**src/rtl/ctrseq_pkg.sv**
```systemverilog
// Shared definitions for the counter sequencer: FSM state encoding and
// default sizes of the step table.
package ctrseq_pkg;

    localparam int MODE_W_DEF    = 4;
    localparam int DUR_W_DEF     = 8;
    localparam int NUM_STEPS_DEF = 4;
    localparam int STEP_W        = $clog2(NUM_STEPS_DEF);

    typedef enum logic [1:0] {
        IDLE = 2'd0,
        LOAD = 2'd1,
        RUN  = 2'd2,
        FIN  = 2'd3
    } state_t;

endpackage

```
**src/rtl/counter_sequencer_if.sv**
```systemverilog
// Host/counter-facing signal bundle of the counter sequencer.
// Optional CTRSEQ_LOOP_EN adds the Loop request bit.
interface counter_sequencer_if #(
    parameter int MODE_W    = ctrseq_pkg::MODE_W_DEF,
    parameter int DUR_W     = ctrseq_pkg::DUR_W_DEF,
    parameter int NUM_STEPS = ctrseq_pkg::NUM_STEPS_DEF
) ();
    localparam int SW = $clog2(NUM_STEPS);

    logic              Start;
    logic              Abort;
    logic              Cfg_We;
    logic [SW-1:0]     Cfg_Addr;
    logic [MODE_W-1:0] Cfg_Mode;
    logic [DUR_W-1:0]  Cfg_Dur;
    logic [SW:0]       Cfg_Num;
`ifdef CTRSEQ_LOOP_EN
    logic              Loop;
`endif
    logic [MODE_W-1:0] Ctr_Mode;
    logic              Ctr_Enable;
    logic              Ctr_nClear;
    logic              Busy;
    logic              Done;
    logic [SW-1:0]     Step;

    // Host side: issues commands/config, observes status and counter controls.
    modport master (
`ifdef CTRSEQ_LOOP_EN
        output Loop,
`endif
        output Start, Abort, Cfg_We, Cfg_Addr, Cfg_Mode, Cfg_Dur, Cfg_Num,
        input  Ctr_Mode, Ctr_Enable, Ctr_nClear, Busy, Done, Step
    );

    // Sequencer side.
    modport slave (
`ifdef CTRSEQ_LOOP_EN
        input  Loop,
`endif
        input  Start, Abort, Cfg_We, Cfg_Addr, Cfg_Mode, Cfg_Dur, Cfg_Num,
        output Ctr_Mode, Ctr_Enable, Ctr_nClear, Busy, Done, Step
    );

endinterface

```
**src/rtl/ctrseq_step_table.sv**
```systemverilog
// Step table: NUM_STEPS entries of (mode, duration). Synchronous write and
// clear, asynchronous read so the sequencer sees the current entry in LOAD.
module ctrseq_step_table #(
    parameter int MODE_W    = 4,
    parameter int DUR_W     = 8,
    parameter int NUM_STEPS = 4
) (
    input  logic                         Clk,
    input  logic                         nReset,
    input  logic                         i_we,
    input  logic [$clog2(NUM_STEPS)-1:0] i_waddr,
    input  logic [MODE_W-1:0]            i_mode,
    input  logic [DUR_W-1:0]             i_dur,
    input  logic [$clog2(NUM_STEPS)-1:0] i_raddr,
    output logic [MODE_W-1:0]            o_mode,
    output logic [DUR_W-1:0]             o_dur
);
    localparam int SW = $clog2(NUM_STEPS);

    logic [MODE_W-1:0] w_mode_arr [NUM_STEPS];
    logic [DUR_W-1:0]  w_dur_arr  [NUM_STEPS];

    genvar gi;
    generate
        for (gi = 0; gi < NUM_STEPS; gi++) begin : g_entry
            logic [MODE_W-1:0] r_mode;
            logic [DUR_W-1:0]  r_dur;

            // Entry storage: cleared by reset, loaded when addressed by a write.
            always_ff @(posedge Clk) begin
                if (!nReset) begin
                    r_mode <= '0;
                    r_dur  <= '0;
                end else if (i_we && (i_waddr == SW'(gi))) begin
                    r_mode <= i_mode;
                    r_dur  <= i_dur;
                end
            end

            assign w_mode_arr[gi] = r_mode;
            assign w_dur_arr[gi]  = r_dur;
        end
    endgenerate

    assign o_mode = w_mode_arr[i_raddr];
    assign o_dur  = w_dur_arr[i_raddr];

endmodule

```
**src/rtl/counter_sequencer.sv**
```systemverilog
// Counter sequencer: walks the step table, clearing the counter, applying
// each step's mode and enabling it for the programmed number of cycles.
// Optional feature macro: CTRSEQ_LOOP_EN (repeat the sequence until Abort).
module counter_sequencer
    import ctrseq_pkg::*;
#(
    parameter int MODE_W    = MODE_W_DEF,
    parameter int DUR_W     = DUR_W_DEF,
    parameter int NUM_STEPS = NUM_STEPS_DEF
) (
    input  logic                Clk,
    input  logic                nReset,
    counter_sequencer_if.slave  bus
);
    localparam int SW    = $clog2(NUM_STEPS);
    localparam int NUM_W = SW + 1;

    state_t            r_state;
    state_t            w_state_next;
    logic [SW-1:0]     r_step;
    logic [NUM_W-1:0]  r_num;
    logic [DUR_W-1:0]  r_rem;
    logic [MODE_W-1:0] r_mode;

    logic [MODE_W-1:0] w_rd_mode;
    logic [DUR_W-1:0]  w_rd_dur;
    logic              w_start_ok;
    logic              w_last;
    logic              w_loop;
    logic              w_dur_zero;
    logic              w_rem_one;
    logic [SW-1:0]     w_next_step;
    logic [NUM_W-1:0]  w_num_clamped;

    ctrseq_step_table #(
        .MODE_W    (MODE_W),
        .DUR_W     (DUR_W),
        .NUM_STEPS (NUM_STEPS)
    ) u_table (
        .Clk     (Clk),
        .nReset  (nReset),
        .i_we    (bus.Cfg_We && (r_state == IDLE)),
        .i_waddr (bus.Cfg_Addr),
        .i_mode  (bus.Cfg_Mode),
        .i_dur   (bus.Cfg_Dur),
        .i_raddr (r_step),
        .o_mode  (w_rd_mode),
        .o_dur   (w_rd_dur)
    );

    assign w_start_ok    = bus.Start && !bus.Abort && (bus.Cfg_Num != '0);
    assign w_num_clamped = (bus.Cfg_Num > NUM_W'(NUM_STEPS)) ? NUM_W'(NUM_STEPS) : bus.Cfg_Num;
    assign w_last        = ({1'b0, r_step} == (r_num - 1'b1));
    assign w_dur_zero    = (w_rd_dur == '0);
    assign w_rem_one     = (r_rem == DUR_W'(1));
    // After the last step either wrap to step 0 (looping) or hold for FIN.
    assign w_next_step   = w_last ? (w_loop ? '0 : r_step) : (r_step + 1'b1);

`ifdef CTRSEQ_LOOP_EN
    logic r_loop;

    // Loop request is latched together with an accepted Start.
    always_ff @(posedge Clk) begin
        if (!nReset)
            r_loop <= 1'b0;
        else if ((r_state == IDLE) && w_start_ok)
            r_loop <= bus.Loop;
    end

    assign w_loop = r_loop;
`else
    assign w_loop = 1'b0;
`endif

    // State register.
    always_ff @(posedge Clk) begin
        if (!nReset)
            r_state <= IDLE;
        else
            r_state <= w_state_next;
    end

    // Next-state logic; Abort overrides every other transition.
    always_comb begin
        w_state_next = r_state;
        if (bus.Abort) begin
            w_state_next = IDLE;
        end else begin
            case (r_state)
                IDLE: if (w_start_ok) w_state_next = LOAD;
                LOAD: begin
                    if (w_dur_zero)
                        w_state_next = (w_last && !w_loop) ? FIN : LOAD;
                    else
                        w_state_next = RUN;
                end
                RUN: begin
                    if (w_rem_one)
                        w_state_next = (w_last && !w_loop) ? FIN : LOAD;
                end
                FIN:     w_state_next = IDLE;
                default: w_state_next = IDLE;
            endcase
        end
    end

    // Step index, step count and remaining-cycle counter.
    always_ff @(posedge Clk) begin
        if (!nReset) begin
            r_step <= '0;
            r_num  <= '0;
            r_rem  <= '0;
        end else if (bus.Abort) begin
            r_step <= '0;
        end else begin
            case (r_state)
                IDLE: begin
                    if (w_start_ok) begin
                        r_step <= '0;
                        r_num  <= w_num_clamped;
                    end
                end
                LOAD: begin
                    r_rem <= w_rd_dur;
                    if (w_dur_zero)
                        r_step <= w_next_step;
                end
                RUN: begin
                    r_rem <= r_rem - 1'b1;
                    if (w_rem_one)
                        r_step <= w_next_step;
                end
                default: r_step <= '0;
            endcase
        end
    end

    // Mode is captured in LOAD (even on Abort) so it persists afterwards.
    always_ff @(posedge Clk) begin
        if (!nReset)
            r_mode <= '0;
        else if (r_state == LOAD)
            r_mode <= w_rd_mode;
    end

    // Outputs decoded from the state register and registered datapath.
    always_comb begin
        bus.Ctr_Enable = (r_state == RUN);
        bus.Ctr_nClear = (r_state != LOAD);
        bus.Busy       = (r_state != IDLE);
        bus.Done       = (r_state == FIN);
        bus.Step       = r_step;
        bus.Ctr_Mode   = (r_state == LOAD) ? w_rd_mode : r_mode;
    end

endmodule

```
**src/flat_wrapper.sv**
```systemverilog
// flat-port wrapper written by rule: the top's interface ports become plain ports
module counter_sequencer_flat import ctrseq_pkg::*;
#(
    parameter int MODE_W    = MODE_W_DEF,
    parameter int DUR_W     = DUR_W_DEF,
    parameter int NUM_STEPS = NUM_STEPS_DEF
)
  (Clk, nReset, bus_Start, bus_Abort, bus_Cfg_We, bus_Cfg_Addr, bus_Cfg_Mode, bus_Cfg_Dur, bus_Cfg_Num, bus_Ctr_Mode, bus_Ctr_Enable, bus_Ctr_nClear, bus_Busy, bus_Done, bus_Step);
  counter_sequencer_if #(.MODE_W(MODE_W), .DUR_W(DUR_W), .NUM_STEPS(NUM_STEPS)) bus_i ();
  input  logic Clk;
  input  logic nReset;
  input wire logic [$bits(bus_i.Start)-1:0] bus_Start;
  input wire logic [$bits(bus_i.Abort)-1:0] bus_Abort;
  input wire logic [$bits(bus_i.Cfg_We)-1:0] bus_Cfg_We;
  input wire logic [$bits(bus_i.Cfg_Addr)-1:0] bus_Cfg_Addr;
  input wire logic [$bits(bus_i.Cfg_Mode)-1:0] bus_Cfg_Mode;
  input wire logic [$bits(bus_i.Cfg_Dur)-1:0] bus_Cfg_Dur;
  input wire logic [$bits(bus_i.Cfg_Num)-1:0] bus_Cfg_Num;
  output wire logic [$bits(bus_i.Ctr_Mode)-1:0] bus_Ctr_Mode;
  output wire logic [$bits(bus_i.Ctr_Enable)-1:0] bus_Ctr_Enable;
  output wire logic [$bits(bus_i.Ctr_nClear)-1:0] bus_Ctr_nClear;
  output wire logic [$bits(bus_i.Busy)-1:0] bus_Busy;
  output wire logic [$bits(bus_i.Done)-1:0] bus_Done;
  output wire logic [$bits(bus_i.Step)-1:0] bus_Step;
  assign bus_i.Start = bus_Start;
  assign bus_i.Abort = bus_Abort;
  assign bus_i.Cfg_We = bus_Cfg_We;
  assign bus_i.Cfg_Addr = bus_Cfg_Addr;
  assign bus_i.Cfg_Mode = bus_Cfg_Mode;
  assign bus_i.Cfg_Dur = bus_Cfg_Dur;
  assign bus_i.Cfg_Num = bus_Cfg_Num;
  assign bus_Ctr_Mode = bus_i.Ctr_Mode;
  assign bus_Ctr_Enable = bus_i.Ctr_Enable;
  assign bus_Ctr_nClear = bus_i.Ctr_nClear;
  assign bus_Busy = bus_i.Busy;
  assign bus_Done = bus_i.Done;
  assign bus_Step = bus_i.Step;
  counter_sequencer #(.MODE_W(MODE_W), .DUR_W(DUR_W), .NUM_STEPS(NUM_STEPS)) u_core (.Clk(Clk), .nReset(nReset), .bus(bus_i));
endmodule
```
**config.mk**
```make
export PLATFORM = sky130hd
export DESIGN_NAME = counter_sequencer_flat
export DESIGN_NICKNAME = d
export VERILOG_FILES = /design/src/rtl/ctrseq_pkg.sv /design/src/rtl/counter_sequencer_if.sv /design/src/rtl/ctrseq_step_table.sv /design/src/rtl/counter_sequencer.sv /design/src/flat_wrapper.sv
export SDC_FILE = /design/constraint.sdc
export NUM_CORES = 1
export LEC_CHECK = 0
export ABC_AREA = 1
export CORE_MARGIN = 5
export CORE_UTILIZATION = 53
export CTS_BUF_LIST = sky130_fd_sc_hd__clkbuf_4 sky130_fd_sc_hd__clkbuf_8
export DETAILED_ROUTE_END_ITERATION = 12
export HOLD_SLACK_MARGIN = 0.15
export PLACE_DENSITY_LB_ADDON = 0.25
export REMOVE_ABC_BUFFERS = 1
export SLEW_MARGIN = 20
export SYNTH_ARGS = -nofsm -noshare
export SYNTH_HDL_FRONTEND = slang
export SYNTH_SLANG_ARGS = --single-unit
export TNS_END_PERCENT = 5
```
**constraint.sdc**
```tcl
create_clock -name Clk -period 1.7 [get_ports Clk]
set_clock_uncertainty 0.2 [all_clocks]
set_input_delay 0.34 -clock Clk [delete_from_list [all_inputs] [get_ports Clk]]
set_output_delay 0.34 -clock Clk [all_outputs]
set_load 0.02 [all_outputs]
```
==> summary.txt, run 1 <==
Clock tree
  • Clock latency on the worst-skew pair: 0.34 ns
  • Total clock sinks: 67
  • Root Buffer Master: clkbuf_8
  • Clk pin slew, worst setup/hold paths: about 0.070 ns
  • Clock Path Buffers: 2
  • Num CTS Buffers: 9
  • TritonCTS clock tree: yes
  • H-tree depth: 3
  • Cts hold-fix bufs: 0

Synthesis
  • Synth Area in Compound Gates: 0.151
  • Mux cell area share after synthesis: 0
  • Largest family of logic cells by synthesized area: simple AND/OR/NAND/NOR gates
  • Post-Synthesis Cells: 476
  • Avg Inst Size Synth: 6.79 um2
  • Adder-cell share of the synthesized area: 0.0271
  • YS warnings: 0
  • XOR/XNOR share of the synthesized area: 0.0108
  • Synthesis-stage register bit count: 67
  • Top cell type's share of synthesized area: 0.415
  • Yosys cell types: 33
  • Ys async rst share: 0
  • Yosys top cell by area: dfxtp_1
  • Post-Synth Simple-Gate Area: 0.319
  • Register area share after synthesis: 0.415
  • Post-synth EDFFs: 0
  • Main synth FF type: dfxtp_1
  • Top cells by area, synth: dfxtp_1 (42%), nor2_1 (14%), nand2_1 (10%), o21ai_0 (7.9%), nand3_1 (3.7%)
  • Synthesized area: ~3200 um2

Global routing
  • GR peak layer: met2
  • Largest net degree at the start of global routing: 50
  • M2 GR Usage: 0.433
  • Vias in the first global route: 3,315
  • Initial antenna violation count: 0
  • GR Util met1: 0.329
  • Total GRT Usage: 0.258
  • Met3 usage: 0.0339
  • Total grt overflow: 0
  • Global-route wire length before repair: around 16,000 um

Detailed routing
  • Detailed-route via count: 3,461
  • Drt first pass iters: 5
  • WL final: 9840 um
  • DR WL/cell: between 15 and 20 um
  • Detail Route Antenna Nets: 0
  • Residual DRC: 0
  • Iteration-0 DRC Markers: a little over 300
  • Avg Vias per Cell: ~5.4

Worst setup path
  • Worst path arrival time: 1.43 ns
  • Crit path max fanout: 6
  • FF-to-FF Start: u_core.bus.Step[0]$_SDFFE_PP0P_
  • R2R depth: 9
  • Worst R2R Setup Slack: -0.16 ns
  • CP startpoint kind: flop
  • R2r endpoint: u_core.bus.Step[0]$_SDFFE_PP0P_
  • Critical path class: flop to primary output
  • CP endpoint kind: primary output
  • Required time worst endpoint: about 1.2 ns

Final layout
  • Fill cells: 430
  • Antenna diodes: 0
  • Non-filler cells, final: roughly 640
  • Share of layout cells above drive strength 1: 0.294
  • Most frequent cells in the layout: nor2_1 (110), nand2_1 (79), dfxtp_1 (62), buf_4 (58), o21ai_1 (42)
  • Commonest non-fill, non-tap cell in the layout: nor2_1
  • Area of the multi-input gates: between 1500 and 2000 um2
  • Register area: between 1000 and 1500 um2
  • Syn-to-layout area delta: 40.0%
  • Final #Nets: 588
  • Cell area after layout: 4520 um2

Pwr
  • Logic pwr share: 0.153
  • Reg power frac: 0.469
  • Net switching power: between 0.9 and 1 mW
  • Switch share: 0.271
  • Clock Power Share: 0.378
  • Cell leakage power: between 2 and 2.5 nW
  • Internal Power: about 2.6 mW
  • Power density cells: between 700 and 800 nW/um2
  • Peak supply drop: roughly 540 uV
  • Design Power: between 3 and 4 mW

Floorplanning
  • Rows: 28
  • Core Area: between 5000 and 6000 um2
  • Die Y: around 90 um
  • IO Pins: 32
  • Initial Utilization: 0.546
  • Die X: ~88 um
  • Total die area: a little under 8000 um2

STA
  • Final Max Slew Viols: 0
  • Worst slew margin: 0.691
  • Setup ws final: -0.268 ns
  • Final setup violation count: 35
  • RSZ-0062 raised after global routing: true
  • Post-layout min period: just under 2 ns
  • Final Hold Viols: 0
  • F_max: between 0.5 and 0.6 GHz
  • Worst-Margin Slew: ~0.46 ns
  • Period utilization: 1.16

Hold path
  • Hold depth: 2
  • Hold path startpoint: u_core.r_rem[5]$_SDFFE_PN0P_
  • Tightest Hold Check Type: flop to flop
  • WHS Endpoint: u_core.r_rem[5]$_SDFFE_PN0P_

Status
  • Failing checks: negative setup slack
  • Status: complete, but fails checks

Placement
  • # port buffers: 31
  • DP Wirelength: approximately 6200 um
  • Dpl ws: -0.429 ns
  • Placed insts: 619
  • Placement Cell Area: about 4000 um2
  • GPL Wtd Cong: ~0.87

Job
  • Max-Cap Viols: 0
==> logic make-up (layout without fill, tap and decap cells) <==
kind of cell | Yosys count | count (layout)
flops | 67 | 67
xor+xnor | 4 | 4
buf+inv | 55 | 143
simple gates | 250 | 250
fa+ha+maj | 7 | 7
compound gates | 93 | 93
==> power groups by stage <==
stage	Combinational [mW]	Sequential [mW]	Clock [mW]
6_report	0.547	1.68	1.35
5_1_grt	0.595	1.69	1.44
4_1_cts	0.489	1.68	1.34
3_5_place_dp	0.453	1.71	0
3_3_place_gp	0.441	1.71	0
2_1_floorplan	0.212	1.71	0
==> flip-flops by register name (all words and copies together) (netlist names) <==
register / flops
u_core.u_table.g_entry.r_mode: 16
u_core.r_state: 2
u_core.r_mode: 4
u_core.u_table.g_entry.r_dur: 32
u_core.r_num: 3
u_core.r_rem: 8
u_core.bus.Step: 2
==> final cells by class <==
cell class,count,share of cell area
clock inverter,5,0.0116
inverter,31,0.0296
multi-input combinational,354,0.412
timing repair buffer,96,0.195
tap,75,0.0207
clock buffer,11,0.0321
sequential,67,0.299
==> critical path, cell delays in order (launching register included) <==
cell and delay (ns):
dfxtp_4 0.40, buf_6 0.14, o21ai_2 0.05, o22ai_1 0.19, nand2_1 0.10, nand2_1 0.09, buf_6 0.11
==> routing by layer <==
metal / up-vias / share of wire
met2: 122 / 0.49
met1: 1612 / 0.41
li1: 1696 / -
met4: 0 / 0.036
met3: 31 / 0.065
met5: - / 0
==> cell usage after synthesis (all sizes together) (3+ instances only) <==
cell type / n
buf: 10
ha: 7
a21oi: 19
inv: 30
nand3: 26
xor2: 3
clkbuf: 14
dfxtp: 67
o21ai: 65
nor2: 123
nand2: 93
nor3: 5
o22ai: 4
==> through the flow <==
step	hold slack, ns	util	TNS [ns]
2_1_floorplan	0.243	-	-6.91
3_3_place_gp	0.254	0.674	-14.16
3_5_place_dp	0.258	0.674	-18.05
4_1_cts	0.268	0.730	-2.29
5_1_grt	0.291	0.764	-7.17
6_report	0.267	0.764	-2.21
==> timing repair <==
item / CTS / global route
hold endpoints to repair: 0 / 0
resized for setup: 117 / 55
cloned: 0 / 1
setup endpoints to repair: 73 / 73
setup buffers: 1 / 2
pin swaps: 1 / 24
==> how the worst max path moves through the flow <==
stage,startpoint,endpoint,slack [ns],cells after the start
finish,u_core.bus.Step[0]$_SDFFE_PP0P_,bus_Ctr_Mode[2],-0.27,6
global route,u_core.bus.Step[0]$_SDFFE_PP0P_,bus_Ctr_Mode[2],-0.32,6
CTS,u_core.bus.Step[0]$_SDFFE_PP0P_,bus_Ctr_Mode[0],-0.19,6
detailed placement,u_core.bus.Step[0]$_SDFFE_PP0P_,bus_Ctr_Mode[3],-0.43,5
global placement,u_core.bus.Step[0]$_SDFFE_PP0P_,bus_Ctr_Mode[3],-0.39,5
floorplan,u_core.bus.Step[0]$_SDFFE_PP0P_,u_core.bus.Step[1]$_SDFFE_PP0P_,-0.45,11
Power figures use the tool's default switching activity.
==> run 2, diff against run 1 <==
--- a/config.mk
+++ b/config.mk
@@ -7,12 +7,12 @@
 export LEC_CHECK = 0
 export ABC_AREA = 1
 export CORE_MARGIN = 5
-export CORE_UTILIZATION = 53
-export CTS_BUF_LIST = sky130_fd_sc_hd__clkbuf_4 sky130_fd_sc_hd__clkbuf_8
+export CORE_UTILIZATION = 51
 export DETAILED_ROUTE_END_ITERATION = 12
 export HOLD_SLACK_MARGIN = 0.15
 export PLACE_DENSITY_LB_ADDON = 0.25
 export REMOVE_ABC_BUFFERS = 1
+export SETUP_SLACK_MARGIN = 0.05
 export SLEW_MARGIN = 20
 export SYNTH_ARGS = -nofsm -noshare
 export SYNTH_HDL_FRONTEND = slang
==> run 2 against run 1 <==
  * The flow still finishes with violations (negative setup slack)
  * Final cell count is 0.47% lower
  * Count of clock-buffer cells in the layout did not move
  * Clock power increased by 6%
  * First-iteration DRC count decreased by 20%
  * Total power is 0.94% higher
  * Combinational power down 7.9%
  * Wire length fell by 5.4%
  * Final area decreased by 3.0%
  * Die area increased by 3.5%
  * Largest power group unchanged
==> summary.txt, run 2 (same netlist as run 1, synthesis figures left out) <==
STA
  • Final setup violation count: 16 (-54%)
  • RSZ-0062 raised after global routing: true
  • Post-layout min period: 1.93 ns (-0.0360 ns)
  • Worst-Margin Slew: 0.293 ns (-0.171 ns)
  • F_max: 0.518 GHz (+1.9%)
  • Final Max Slew Viols: 0 (unchanged)
  • Final Hold Viols: 0 (unchanged)
  • Setup ws final: -0.232 ns (+0.0360 ns)
  • Worst slew margin: 0.803 (+0.112)
  • Final hold slack: 0.269 ns (+0.00221 ns)
  • Period utilization: 1.14 (-0.0212)

Final layout
  • Largest registers: u_core.u_table.g_entry.r_dur x32, u_core.u_table.g_entry.r_mode x16, u_core.r_rem x8
  • Final core occ: 0.703 (-0.0609)
  • Fill cells: 514 (+20%)
  • Cell area after layout: 4390 um2 (-3.0%)
  • Antenna diodes: 0 (unchanged)
  • Commonest non-fill, non-tap cell in the layout: nor2_1
  • Biggest register: u_core.u_table.g_entry.r_dur
  • Syn-to-layout area delta: 35.9%
  • Share of layout cells above drive strength 1: 0.250 (-0.0439)
  • Final #Nets: 583 (-0.85%)
  • Non-filler cells, final: 636 (-0.47%)
  • Most frequent cells in the layout: nor2_1 (114), nand2_1 (83), dfxtp_1 (63), buf_4 (52), o21ai_0 (37)
  • Max FFs per register: 32 (unchanged)

Clock tree
  • TritonCTS clock tree: yes
  • Clock Path Buffers: 2 (unchanged)
  • H-tree depth: 3 (unchanged)
  • Num CTS Buffers: 9 (unchanged)
  • Cts hold-fix bufs: 0 (unchanged)
  • Clk pin slew, worst setup/hold paths: 0.07 ns (about the same)
  • Total clock sinks: 67 (unchanged)
  • Root Buffer Master: clkbuf_8
  • Clock latency on the worst-skew pair: 0.35 ns (about the same)

Detailed routing
  • WL final: 9310 um (-5.4%)
  • Residual DRC: 0 (unchanged)
  • M1 wire length: 4040 um (+0.12%)
  • DR WL/cell: 14.6 um (-4.9%)
  • Highest metal used: met4
  • Drt first pass iters: 7 (+2)
  • Avg Vias per Cell: 5.38 (-0.72%)
  • Wire length on met2: 4600 um (-4.6%)
  • Iteration-0 DRC Markers: 246 (-20%)
  • Detail Route Antenna Nets: 0 (unchanged)
  • WL met3: 570 um (-11%)
  • Detailed-route via count: 3,420 (-1.2%)

Floorplanning
  • Die X: 89.6 um (+1.7%)
  • IO Pins: 32 (unchanged)
  • Rows: 29 (+3.6%)
  • Core Area: 6240 um2 (+5.4%)
  • Initial Utilization: 0.518 (-0.0280)
  • Total die area: 8030 um2 (+3.5%)
  • Die Y: 89.6 um (+1.7%)

Placement
  • Placement Cell Area: 3980 um2 (-0.31%)
  • Placed insts: 619 (unchanged)
  • # port buffers: 31 (unchanged)
  • GPL Wtd Cong: 0.863 (-0.99%)
  • DP Wirelength: 6160 um (-0.90%)

Worst setup path
  • Crit path max fanout: 6 (unchanged)
  • Required time worst endpoint: 1.16 ns (about the same)
  • CP endpoint kind: primary output
  • Worst path arrival time: 1.39 ns (-0.04 ns)
  • CP startpoint kind: flop
  • Critical path class: flop to primary output
  • R2R depth: 12 (+3)

Hold path
  • Tightest Hold Check Type: flop to flop
  • Hold depth: 2 (unchanged)

Status
  • Failing checks: negative setup slack
  • Status: complete, but fails checks

Global routing
  • Total GRT Usage: 0.239 (-0.0194)
  • Global-route wire length before repair: 14,500 um (-7.1%)
  • Largest net degree at the start of global routing: 43 (-14%)
  • Initial antenna violation count: 0 (unchanged)
  • Total grt overflow: 0 (unchanged)
  • Vias in the first global route: 3,080 (-7.1%)

Pwr
  • Internal Power: 2.69 mW (+3.0%)
  • Cell leakage power: 1.98 nW (-2.9%)
  • Logic pwr share: 0.139 (-0.014)
  • Reg power frac: 0.465 (-0.004)
  • Net switching power: 0.929 mW (-4.5%)
  • Switch share: 0.257 (-0.0146)
  • Peak supply drop: 596 uV (+11%)
  • Clock Power Share: 0.395 (+0.017)
  • Power density cells: 824 nW/um2 (+4.0%)

Job
  • Max-Cap Viols: 0 (unchanged)
run 2: changes by cell type in the layout (fill, tap and decap cells not counted), moves of 3 or more:
cell and change:
nand2_2 -3, nor2_1 +4, o21ai_1 -16, nand2_1 +4, nand3_2 -4, buf_4 -6
nand3_1 +4, o21ai_0 +20, nor2_2 -5, o21ai_2 -4, buf_6 +5
run 2: worst paths after layout:
| kind | slack [ns] | endpoint | start |
|---|---|---|---|
| max | -0.23 | bus_Ctr_Mode[0] | u_core.bus.Step[0]$_SDFFE_PP0P_ |
| min | 0.27 | u_core.r_num[1]$_SDFFE_PN0P_ | u_core.r_num[1]$_SDFFE_PN0P_ |
| max reg2reg | -0.15 | u_core.bus.Step[0]$_SDFFE_PP0P_ | u_core.bus.Step[0]$_SDFFE_PP0P_ |
| min reg2reg | 0.27 | u_core.r_num[1]$_SDFFE_PN0P_ | u_core.r_num[1]$_SDFFE_PN0P_ |
run 2: what timing repair did:
action | in CTS | in global routing
resized for setup | 82 | 46
buffers inserted | 0 | 1
pin swaps | 0 | 11
endpoints found under the setup margin | 73 | 67
run 2: critical path: stages, from the launching register on:
cell and delay [ns]:
dfxtp_4 0.40, buf_6 0.15, nor2_1 0.06, o22ai_1 0.15, nand2_1 0.09, nand2_1 0.08
buf_6 0.12
run 2: layout make-up:
| cell class | instances | area [um2] | area share |
|---|---|---|---|
| multi-input cells | 354 | 1790 | 0.409 |
| flip-flops and latches | 67 | 1350 | 0.308 |
| repair buffers | 91 | 802 | 0.183 |
| inverters | 31 | 134 | 0.0305 |
| clock buffers | 11 | 131 | 0.0299 |
| well taps | 77 | 96.3 | 0.0219 |
| clock inverters | 5 | 77.6 | 0.0177 |
run 2: per-layer routing:
| metal | GRT usage | vias to the layer above |
|---|---|---|
| li1 | - | 1687 |
| met1 | 0.296 | 1589 |
| met2 | 0.406 | 135 |
| met3 | 0.0456 | 9 |
| met4 | 0.0974 | 0 |
| met5 | 0 | - |
run 2: metrics by stage:
stage                     setup slack (ns)  TNS (ns)  total power, mW
final                               -0.232     -1.69             3.62
after global routing                -0.315     -3.78             3.78
after CTS                           -0.178     -1.43             3.59
after detailed placement            -0.442    -12.52             2.17
after global placement              -0.383    -10.83             2.16
after floorplan                     -0.451     -6.91             1.92
run 2: power groups by stage:
stage	clock, mW	sequential, mW	combinational (mW)
final	1.43	1.68	0.504
after global routing	1.54	1.69	0.549
after CTS	1.44	1.68	0.472
after detailed placement	0	1.71	0.453
after global placement	0	1.71	0.443
after floorplan	0	1.71	0.212
==> run 3, diff against run 2 <==
--- a/config.mk
+++ b/config.mk
@@ -6,11 +6,11 @@
 export NUM_CORES = 1
 export LEC_CHECK = 0
 export ABC_AREA = 1
-export CORE_MARGIN = 5
+export CORE_MARGIN = 1
 export CORE_UTILIZATION = 51
 export DETAILED_ROUTE_END_ITERATION = 12
 export HOLD_SLACK_MARGIN = 0.15
-export PLACE_DENSITY_LB_ADDON = 0.25
+export PLACE_DENSITY = 0.77
 export REMOVE_ABC_BUFFERS = 1
 export SETUP_SLACK_MARGIN = 0.05
 export SLEW_MARGIN = 20
==> run 3 against run 2 <==
  * The run still ends with negative setup slack left
  * Wire length rose by 3.9%
  * Sequential power barely moved
  * Worst setup slack got worse by 0.022 ns
  * Total power rose by 2.5%
  * Global-route usage rose by 6.3 points
  * First-iteration DRC count rose by 13%
  * Hold slack improved by 0.0041 ns
  * Non-clock buffer count rose by 4
  * Critical path type unchanged
  * Highest routed layer unchanged
==> summary.txt, run 3 (same netlist as run 1, synthesis figures left out) <==
Final layout
  • Max FFs per register: 32 (unchanged)
  • Largest registers: u_core.u_table.g_entry.r_dur x32, u_core.u_table.g_entry.r_mode x16, u_core.r_rem x8
  • Share of layout cells above drive strength 1: 0.259 (+0.00888)
  • Non-filler cells, final: 638 (+0.31%)
  • Commonest non-fill, non-tap cell in the layout: nor2_1
  • Antenna diodes: 0 (unchanged)
  • Fill cells: 463 (-9.9%)
  • Biggest register: u_core.u_table.g_entry.r_dur
  • Final #Nets: 587 (+0.69%)
  • Cell area after layout: 4440 um2 (+1.3%)
  • Most frequent cells in the layout: nor2_1 (116), nand2_1 (80), dfxtp_1 (63), buf_4 (54), o21ai_0 (47)
  • Syn-to-layout area delta: 37.6%

Worst setup path
  • Critical path depth: 5 (-1)
  • Critical path class: flop to primary output
  • Largest stage delay on the critical path: 0.38 ns (-0.02 ns)
  • FF-to-FF Start: u_core.r_state[0]$_SDFFE_PP0P_
  • Required time worst endpoint: 1.16 ns (about the same)
  • Crit path max fanout: 6 (unchanged)
  • Worst Path Buf+Inv: 1 (-1)
  • Worst R2R Setup Slack: -0.17 ns (-0.02 ns)
  • Delay-heaviest family, CP: compound AO/OA/AOI/OAI gates
  • Most common cell on crit path: nand2_1
  • CP endpoint kind: primary output
  • R2r endpoint: u_core.r_rem[0]$_SDFFE_PN0P_
  • Worst-path cell chain: o21ai_0 > o22ai_1 > nand2_1 > nand2_1 > buf_6
  • R2R depth: 9 (-3)
  • Slowest library cell on the worst path: dfxtp_4
  • Worst path arrival time: 1.41 ns (+0.02 ns)
  • CP startpoint kind: flop

Detailed routing
  • Iteration-0 DRC Markers: 277 (+13%)
  • Avg Vias per Cell: 5.51 (+2.4%)
  • WL final: 9680 um (+3.9%)
  • Detailed-route via count: 3,514 (+2.7%)
  • DR WL/cell: 15.2 um (+3.6%)
  • Detail Route Antenna Nets: 0 (unchanged)
  • Drt first pass iters: 5 (-2)
  • Residual DRC: 0 (unchanged)

Placement
  • Dpl ws: -0.415 ns (+0.0265 ns)
  • GPL Wtd Cong: 0.890 (+3.1%)
  • # port buffers: 31 (unchanged)
  • Placed insts: 614 (-0.81%)
  • Placement Cell Area: 3940 um2 (-0.94%)
  • DP Wirelength: 6210 um (+0.74%)

STA
  • Final hold slack: 0.273 ns (+0.00409 ns)
  • Period utilization: 1.15 (+0.0131)
  • Final Max Slew Viols: 0 (unchanged)
  • Final Hold Viols: 0 (unchanged)
  • Setup_tns: -3.32 ns (-1.63 ns)
  • RSZ-0062 raised after global routing: true
  • F_max: 0.512 GHz (-1.1%)
  • Final setup violation count: 35 (+19)
  • Worst slew margin: 0.784 (-0.0190)
  • Setup ws final: -0.255 ns (-0.0222 ns)
  • Post-layout min period: 1.95 ns (+0.0222 ns)
  • Worst-Margin Slew: 0.323 ns (+0.0301 ns)

Global routing
  • Global-route wire length before repair: 15,100 um (+3.7%)
  • Total GRT Usage: 0.302 (+0.0628)
  • Initial antenna violation count: 0 (unchanged)
  • Largest net degree at the start of global routing: 34 (-21%)
  • Vias in the first global route: 3,259 (+5.8%)
  • Total grt overflow: 0 (unchanged)

Clock tree
  • Num CTS Buffers: 9 (unchanged)
  • TritonCTS clock tree: yes
  • H-tree depth: 3 (unchanged)
  • Clock latency on the worst-skew pair: 0.34 ns (about the same)
  • Clock Path Buffers: 2 (unchanged)
  • Total clock sinks: 67 (unchanged)
  • Root Buffer Master: clkbuf_8
  • Clk pin slew, worst setup/hold paths: 0.08 ns (about the same)
  • Cts hold-fix bufs: 0 (unchanged)

Job
  • Max-Cap Viols: 0 (unchanged)

Pwr
  • Cell leakage power: 2.02 nW (+1.9%)
  • Peak supply drop: 628 uV (+5.3%)
  • Power density cells: 835 nW/um2 (+1.2%)

Status
  • Failing checks: negative setup slack
  • Status: complete, but fails checks

Floorplanning
  • Core Area: 6030 um2 (-3.4%)
  • Total die area: 6660 um2 (-17%)
  • Rows: 28 (-3.4%)
  • Die Y: 81.6 um (-8.9%)
  • Initial Utilization: 0.536 (+0.0185)
  • Die X: 81.6 um (-8.9%)
  • IO Pins: 32 (unchanged)

Hold path
  • WHS Endpoint: u_core.r_rem[7]$_SDFFE_PN0P_
  • Hold depth: 2 (unchanged)
  • Hold path startpoint: u_core.r_rem[7]$_SDFFE_PN0P_
  • Tightest Hold Check Type: flop to flop
==> run 3: cell count changes in the layout (fill, tap and decap cells not counted), sizes merged <==
cell    change
buf         +4
inv         +1
clkinv      -1
==> run 3: metal layers <==
metal / share of wire / vias to the layer above / track usage
met5: 0 / - / 0
met4: 0.026 / 0 / 0.133
met3: 0.069 / 27 / 0.0544
met2: 0.50 / 156 / 0.520
met1: 0.41 / 1636 / 0.365
li1: - / 1695 / -
==> run 3: where the power goes <==
part	internal, mW	switching (mW)
registers	1.64	0.0455
logic	0.232	0.281
clock network	0.875	0.639
==> run 3: repair_timing <==
item	4_1_cts	5_1_grt
resized for setup	84	39
pin swaps	4	15
buffers inserted	3	4
endpoints found under the setup margin	73	72
cloned	1	0
==> run 3: cell type report <==
class	count	area, um2	area share
well taps	75	93.8	0.0211
inverters	31	126	0.0284
repair buffers	95	847	0.191
multi-input cells	354	1800	0.405
clock buffers	11	141	0.0318
clock inverters	5	85.1	0.0191
flip-flops and latches	67	1350	0.304
==> run 3: worst max path at each step <==
stage	start	to	slack [ns]
2_1_floorplan	u_core.bus.Step[0]$_SDFFE_PP0P_	u_core.bus.Step[1]$_SDFFE_PP0P_	-0.45
3_3_place_gp	u_core.bus.Step[0]$_SDFFE_PP0P_	bus_Ctr_Mode[0]	-0.37
3_5_place_dp	u_core.bus.Step[0]$_SDFFE_PP0P_	bus_Ctr_Mode[0]	-0.42
4_1_cts	u_core.bus.Step[0]$_SDFFE_PP0P_	bus_Ctr_Mode[0]	-0.18
5_1_grt	u_core.bus.Step[0]$_SDFFE_PP0P_	bus_Ctr_Mode[0]	-0.33
6_report	u_core.bus.Step[0]$_SDFFE_PP0P_	bus_Ctr_Mode[0]	-0.25
==> run 3: worst reg2reg max path, cell delays in order (launching register included) <==
cell and delay [ns]:
dfxtp_2 0.38, buf_6 0.12, inv_4 0.03, buf_4 0.12
ha_2 0.19, buf_6 0.13, inv_2 0.09, buf_4 0.15
nand3_1 0.10, a221oi_1 0.26
==> run 3: stage by stage <==
stage	utilization	total power [mW]
2_1_floorplan	-	1.92
3_3_place_gp	0.653	2.14
3_5_place_dp	0.653	2.16
4_1_cts	0.714	3.67
5_1_grt	0.738	3.85
6_report	0.738	3.71
